### src/rtl/scan_decoder.sv
// Registered N-line active-low decoder with G1/G2A/G2B enables
// and an autonomous line scan with programmable dwell and guard gap.
module scan_decoder #(
  parameter int SEL_W   = 3,
  parameter int DWELL_W = 8,
  parameter int GUARD   = 1
) (
  input  logic                  clk_i,
  input  logic                  rst_n_i,
  input  logic                  g1_en_i,
  input  logic                  g2a_en_n_i,
  input  logic                  g2b_en_n_i,
  input  logic                  mode_i,
  input  logic [SEL_W-1:0]      sel_i,
  input  logic [DWELL_W-1:0]    dwell_i,
  output logic [2**SEL_W-1:0]   yn_o,
  output logic [SEL_W-1:0]      idx_o,
  output logic                  valid_o,
  output logic                  wrap_o
);

  localparam int N  = 2**SEL_W;
  localparam int GW = (GUARD > 1) ? $clog2(GUARD) : 1;
  localparam logic [SEL_W-1:0] LAST = SEL_W'(N-1);

  typedef enum logic [1:0] {
    IDLE,
    DIRECT,
    SCAN_ON,
    SCAN_GUARD
  } state_e;

  state_e             state_q, state_d;
  logic [SEL_W-1:0]   sidx_q, sidx_d;
  logic [DWELL_W-1:0] cnt_q, cnt_d;
  logic [GW-1:0]      gcnt_q, gcnt_d;
  logic [N-1:0]       yn_q, yn_d;
  logic [SEL_W-1:0]   idx_q, idx_d;
  logic               valid_q, valid_d;
  logic               wrap_q, wrap_d;

  logic               en;
  logic               adv;
  logic [SEL_W-1:0]   nxt;

  function automatic logic [N-1:0] dec(input logic [SEL_W-1:0] s);
    logic [N-1:0] one;
    one = {{(N-1){1'b0}}, 1'b1};
    return ~(one << s);
  endfunction

  assign en  = g1_en_i & ~g2a_en_n_i & ~g2b_en_n_i;
  assign nxt = sidx_q + SEL_W'(1);

  always_comb begin
    state_d = state_q;
    sidx_d  = sidx_q;
    cnt_d   = cnt_q;
    gcnt_d  = gcnt_q;
    yn_d    = '1;
    idx_d   = idx_q;
    valid_d = 1'b0;
    wrap_d  = 1'b0;
    adv     = 1'b0;
    if (!en) begin
      state_d = IDLE;
      sidx_d  = '0;
      cnt_d   = '0;
      gcnt_d  = '0;
    end else if (!mode_i) begin
      state_d = DIRECT;
      sidx_d  = '0;
      cnt_d   = '0;
      gcnt_d  = '0;
      yn_d    = dec(sel_i);
      idx_d   = sel_i;
      valid_d = 1'b1;
    end else begin
      unique case (state_q)
        SCAN_ON: begin
          if (cnt_q != '0) begin
            cnt_d   = cnt_q - DWELL_W'(1);
            yn_d    = dec(sidx_q);
            idx_d   = sidx_q;
            valid_d = 1'b1;
          end else if (GUARD == 0) begin
            adv = 1'b1;
          end else begin
            state_d = SCAN_GUARD;
            gcnt_d  = GW'(GUARD - 1);
          end
        end
        SCAN_GUARD: begin
          if (gcnt_q != '0) gcnt_d = gcnt_q - GW'(1);
          else              adv    = 1'b1;
        end
        default: begin
          // fresh scan entry always starts at line 0, no wrap
          state_d = SCAN_ON;
          sidx_d  = '0;
          cnt_d   = dwell_i;
          gcnt_d  = '0;
          yn_d    = dec('0);
          idx_d   = '0;
          valid_d = 1'b1;
        end
      endcase
      if (adv) begin
        state_d = SCAN_ON;
        sidx_d  = nxt;
        cnt_d   = dwell_i;
        gcnt_d  = '0;
        yn_d    = dec(nxt);
        idx_d   = nxt;
        valid_d = 1'b1;
        wrap_d  = (sidx_q == LAST);
      end
    end
  end

  always_ff @(posedge clk_i or negedge rst_n_i) begin
    if (!rst_n_i) begin
      state_q <= IDLE;
      sidx_q  <= '0;
      cnt_q   <= '0;
      gcnt_q  <= '0;
      yn_q    <= '1;
      idx_q   <= '0;
      valid_q <= 1'b0;
      wrap_q  <= 1'b0;
    end else begin
      state_q <= state_d;
      sidx_q  <= sidx_d;
      cnt_q   <= cnt_d;
      gcnt_q  <= gcnt_d;
      yn_q    <= yn_d;
      idx_q   <= idx_d;
      valid_q <= valid_d;
      wrap_q  <= wrap_d;
    end
  end

  assign yn_o    = yn_q;
  assign idx_o   = idx_q;
  assign valid_o = valid_q;
  assign wrap_o  = wrap_q;

endmodule
### config.mk
export PLATFORM = sky130hd
export DESIGN_NAME = scan_decoder
export DESIGN_NICKNAME = d
export VERILOG_FILES = /design/src/rtl/scan_decoder.sv
export SDC_FILE = /design/constraint.sdc
export NUM_CORES = 1
export LEC_CHECK = 0
export BUFFER_PORTS_ARGS = -buffer_cell sky130_fd_sc_hd__buf_2
export CORE_MARGIN = 2
export CORE_UTILIZATION = 60
export CTS_BUF_LIST = sky130_fd_sc_hd__clkbuf_2
export DETAILED_ROUTE_END_ITERATION = 16
export GPL_ROUTABILITY_DRIVEN = 0
export GPL_TIMING_DRIVEN = 1
export MAX_ROUTING_LAYER = met4
export PLACE_DENSITY = 0.86
export SLEW_MARGIN = 25
export SYNTH_ARGS = -nofsm -noshare
export SYNTH_HDL_FRONTEND = slang
export SYNTH_SLANG_ARGS = --single-unit
export TNS_END_PERCENT = 10
### constraint.sdc
create_clock -name clk_i -period 4.2 [get_ports clk_i]
set_clock_uncertainty 0.15 [all_clocks]
set_input_delay 0.42 -clock clk_i [delete_from_list [all_inputs] [get_ports clk_i]]
set_output_delay 0.42 -clock clk_i [all_outputs]
set_load 0.005 [all_outputs]
==> Yosys cells after proc, flatten, opt, wreduce, memory -nomap -nowiden <==
Cells that the tools add are included.
{ "totals": {"reg_bits": 27, "input_bits": 17} }
{ "op_classes": {"addsub": 3, "n_eq_ne": 9, "shifts": 3, "mux": 41, "n_bitwise": 7, "n_reduce_logical": 5} }
{ "ops": {"columns": ["operator", "n"], "rows": [
  ["$mux 8", 8],
  ["$pmux 8 s2", 2],
  ["$not 8->8", 3],
  ["$shl 1x3->8 const A", 3],
  ["$mux 3", 7],
  ["$mux 1", 16],
  ["$ne 5x5->1 const B", 2],
  ["$mux 2", 4],
  ["$ne 4x4->1 const B", 2],
  ["$reduce_bool 8->1", 1],
  ["$sub 8x1->8 const B", 1],
  ["$pmux 3 s2", 1],
  ["$eq 2x2->1 const B", 2],
  ["$ne 4x3->1 const B", 1],
  ["$pmux 1 s2", 2],
  ["$pmux 2 s2", 1],
  ["$reduce_and 2->1", 2],
  ["$add 3x1->3 const B", 1],
  ["$eq 3x3->1 const B", 1],
  ["$ne 3x3->1 const B", 1],
  ["$reduce_and 3->1", 1],
  ["$and 1x1->1", 2],
  ["$not 1->1", 2],
  ["$reduce_or 2->1", 1],
  ["$sub 1x1->1 const B", 1]
]} }

==> Longest topological paths before layout <==
{ "depth": {"depth_word": 7, "mapped_depth": 6} }

==> Least setup slack after synthesis <==
No wires, ideal clock.
{ "synth_timing": {"path_kind": "register to register", "start": "register sidx_q[0]", "end": "register yn_q[1] (netlist: yn_o[1])", "setup_time_ns": 0.084, "t_arrival_ns": 1.535, "required_time_ns": 3.966, "path_slack_ns": 2.431, "path_stages_with_launch": 7, "synth_period_minus_slack_ns": 1.769, "path_cell_list": "dfrtp_1 -> ha_1 -> ha_1 -> nand2_1 -> nor2_1 -> nand2_1 -> a311o_1"} }
{ "synth_between": {"elab_chain_len": 7} }
{ "synth_rtl": {"columns": ["element", "line", "source"], "rows": [
  ["start: declaration", "34", "logic [SEL_W-1:0] sidx_q, sidx_d;"],
  ["start signal: assignment", "133", "sidx_q <= sidx_d;"],
  ["parallel branches: the longest is 4 deep, another holds $add 3x1->3", null, null],
  ["$mux 8 (*)", "108", "if (adv) begin"],
  ["$mux 8 (*)", "70", "end else if (!mode_i) begin"],
  ["$mux 8 (*)", "65", "if (!en) begin"],
  ["named net yn_d[1]", "37", "logic [N-1:0] yn_q, yn_d;"],
  ["end signal: assignment", "136", "yn_q <= yn_d;"],
  ["end: declaration", "37", null]
]} }
Mark *: on every way through the listed nets, which the timed path passes.
A chain may end at the register's enable or synchronous reset.

==> Final worst setup path <==
{ "layout_timing": {"start": "register state_q[0]", "end": "register yn_q[2] (netlist: yn_o[2])"} }
{ "layout_between": {"elab_chain_len": 7} }
{ "layout_rtl": {"columns": ["element", "line", "source"], "rows": [
  ["start: declaration", "33", "state_e state_q, state_d;"],
  ["start signal: assignment", "132", "state_q <= state_d;"],
  ["$eq 2x2->1", "79", "unique case (state_q)"],
  ["$mux 1", "79", null],
  ["$mux 1", "70", null],
  ["$mux 1", "65", null],
  ["$mux 8 (*)", "108", null],
  ["$mux 8 (*)", "70", null],
  ["$mux 8 (*)", "65", null],
  ["named net yn_d[2]", "37", null]
]} }
The timed path passes the listed nets; every way through them passes the cells marked *. The select of a mux whose other input is x is not followed.

==> results.md <==
- Crit Path Max Fanout: 14
- Number of synthesized register bits: 26
- Max Cap Violations: 0
- Vias in the first global route: 1,141
- Synth async-reset ratio: 100%
- Buf+Inv Stages, Crit Path: 1
- R2R setup slack: about 2.2 ns
- Die footprint: just under 0.003 mm2
- TritonCTS buffer count: 3
- Layout cells sized above 1: 28.1%
- Fin crit share: between 40% and 50%
- Power Dens Cells: 254 mW/mm2
- Max-slew violations: 0
- Antenna viol nets, final: 0
- Most common cell after layout, fill and taps aside: buf_2
- TritonCTS clock tree: yes
- Netlist Area Pre-Place: around 0.0015 mm2
- Critical-path cell list: nor2b_1, buf_4, nand4_1, a311o_1
- Worst slew margin: between 60% and 70%
- Core area: 0.00243 mm2
- Total global routing overflow: 0
- H-tree level count: 1
- Critical Path Max Stage Delay: roughly 0.55 ns
- Commonest register cell after synthesis: dfrtp_1
- Critical Path Slowest Stage Cell: dfrtp_1
- Antenna violations before repair: 0
- ANT cells: 0
- Worst path arrival time: between 2 and 2.5 ns
- Final Cell Area: roughly 0.0017 mm2
- Status: finished, final reports clean
- Root buffer cell: clkbuf_2
- CTS resizes: 0
- Hold WS: between 0.1 and 0.15 ns
- Pre-antenna DRT Iters: 4
- Routed WL: ~3400 um
- DP HPWL: roughly 2600 um
- Die Wd: around 54 um
- Post-synth EDFFs: 0
- TritonCTS Sinks: 26
- Fin. Hold Viols: 0
- Top delay family on crit path: simple AND/OR/NAND/NOR gates
- Die Y: between 50 and 60 um
- Crit start category: flop
- First-pass GRT wire length: roughly 5400 um
- I/O pins: 30
- Fmax: roughly 500 MHz
- Gr usage total: a little over a quarter
- Vias per cell: roughly 6.2
- Sequential share of the synthesized area: 43.9%
- Post-DP Area: 0.00166 mm2
- Leakage: between 0.7 and 0.8 nW
- 1st-iter DRT viols: 46
- Synth Instances: roughly 150
- Area Growth Syn to Fin: 12.3%
- Clock Tree Buf Depth: 2
- RSZ-0062 raised after global routing: false
- Initial core utilization: between 60% and 70%
- Count of final setup violators: 0
- Cell variety after synth: 37
- Slew of the pin with the lowest slew margin: slightly below 0.6 ns
- Final #Nets: 205
- Min Tclk post-route: approximately 2.0 ns
- Syn avg cell area: ~10 um2
- Row count: 18
- Pwr Total: around 430 uW
- Residual DRC: 0
- Most frequent cells in the layout: 29 x buf_2, 18 x dfrtp_1, 13 x nor2_1, 12 x inv_1, 10 x nand2_1
- Hold Path Class: in -> reg
- Largest net degree at the start of global routing: 27
- WL per Instance: ~16 um
- CP required: between 4 and 5 ns
- Clock slew at the register clock pins of the worst setup and hold paths: 0.23 ns
- Clock latency at the later pin of the worst-skew pair: 0.36 ns
- Crit Path Category: reg -> reg
- Yosys Warn Count: 0
- Via count: roughly 1,300
- Peak VDD IR: 0.000220 V
- Final setup TNS: 0 ns
- Post-synthesis net count: 175
- Crit. End Element: flop
- Port Buffer Count: 29
cell usage after synthesis (3+ instances only):
cell type  count  area share, %
nor2_1        13            3.2
a211oi_1       8            4.0
a21oi_1        4            1.3
dfrtp_1       18             30
nand2_1       10            2.5
buf_2          3            1.0
nand4_1        4            1.7
o21ai_0        3            1.0
a311o_1        4            2.7
a31oi_1        3            1.2
ha_1           9            7.5
nor3_1         6            2.0
nor4_1         5            2.1
dfstp_2        8             14
inv_1         12            3.0
xor2_1         3            1.7
xnor2_1        4            2.3
mux2_4         3            3.0
nand3_1        6            2.0
registers in the layout, summed over array words and instances (netlist names):
name / cells
yn_o: 8
sidx_q: 3
state_q: 2
idx_o: 3
wrap_o: 1
valid_o: 1
cnt_q: 8
tightest hold or removal path: stages:
cell	delay (ns)
buf_2	0.10
nand2_1	0.04
a21oi_1	0.05
layer usage:
metal  track usage, %  share of wire [%]  vias to the layer above
met3             4.72                7.5                        7
li1                 -                  -                      598
met1             33.6                 42                      607
met5                -                  0                        -
met2             43.7                 49                       71
met4             12.1                2.0                        0
power breakdown:
group	leakage, nW	internal (mW)	switching [mW]	total, mW
logic	0.404	0.0307	0.0386	0.0693
clock network	0.0140	0.0207	0.0729	0.0936
registers	0.331	0.260	0.00644	0.266
total	0.748	0.311	0.118	0.429
layout make-up:
type                            count  area (um2)
Clock buffer                        3        15.0
Timing Repair Buffer               31         163
Sequential cell                    26         661
Fill cell                         187         742
Inverter                           12        45.0
Clock inverter                      1        3.75
Multi-Input combinational cell    105         766
Tap cell                           30        37.5
final timing paths:
path                                 start         to  cells after the start
worst max-delay path            state_q[0]    yn_o[2]                      4
worst min-delay path            dwell_i[1]   cnt_q[1]                      3
worst max register to register  state_q[0]    yn_o[2]                      4
worst min register to register    idx_o[1]   idx_o[1]                      1
max in group asynchronous          rst_n_i    yn_o[0]                      2
min in group asynchronous          rst_n_i  sidx_q[1]                      2
logic make-up (layout without fill, tap and decap cells):
group | after synthesis | count (layout) | share of synthesized area [%]
adder cells (fa/ha/maj) | 9 | 9 | 7.48
flip-flops | 26 | 26 | 43.9
XOR/XNOR | 7 | 7 | 4.07
AO/OA/AOI/OAI | 30 | 30 | 15.1
buffers and inverters | 18 | 47 | 5.24
AND/OR/NAND/NOR | 54 | 54 | 19.9
multiplexers | 5 | 5 | 4.32
per-stage QoR:
stage	util, %	std cells	setup slack, ns
after CTS	69.5	208	2.21
after detailed placement	68.3	203	2.24
after global routing	69.5	208	2.06
after floorplan	-	149	2.43
after global placement	68.3	203	2.29
final	69.5	208	2.19
repair_timing:
action / in CTS / in global routing
hold buffers: 1 / 0
hold endpoints to repair: 18 / 0
buffers inserted: 0 / 0
No activity file was read; power rests on OpenSTA's default activity.
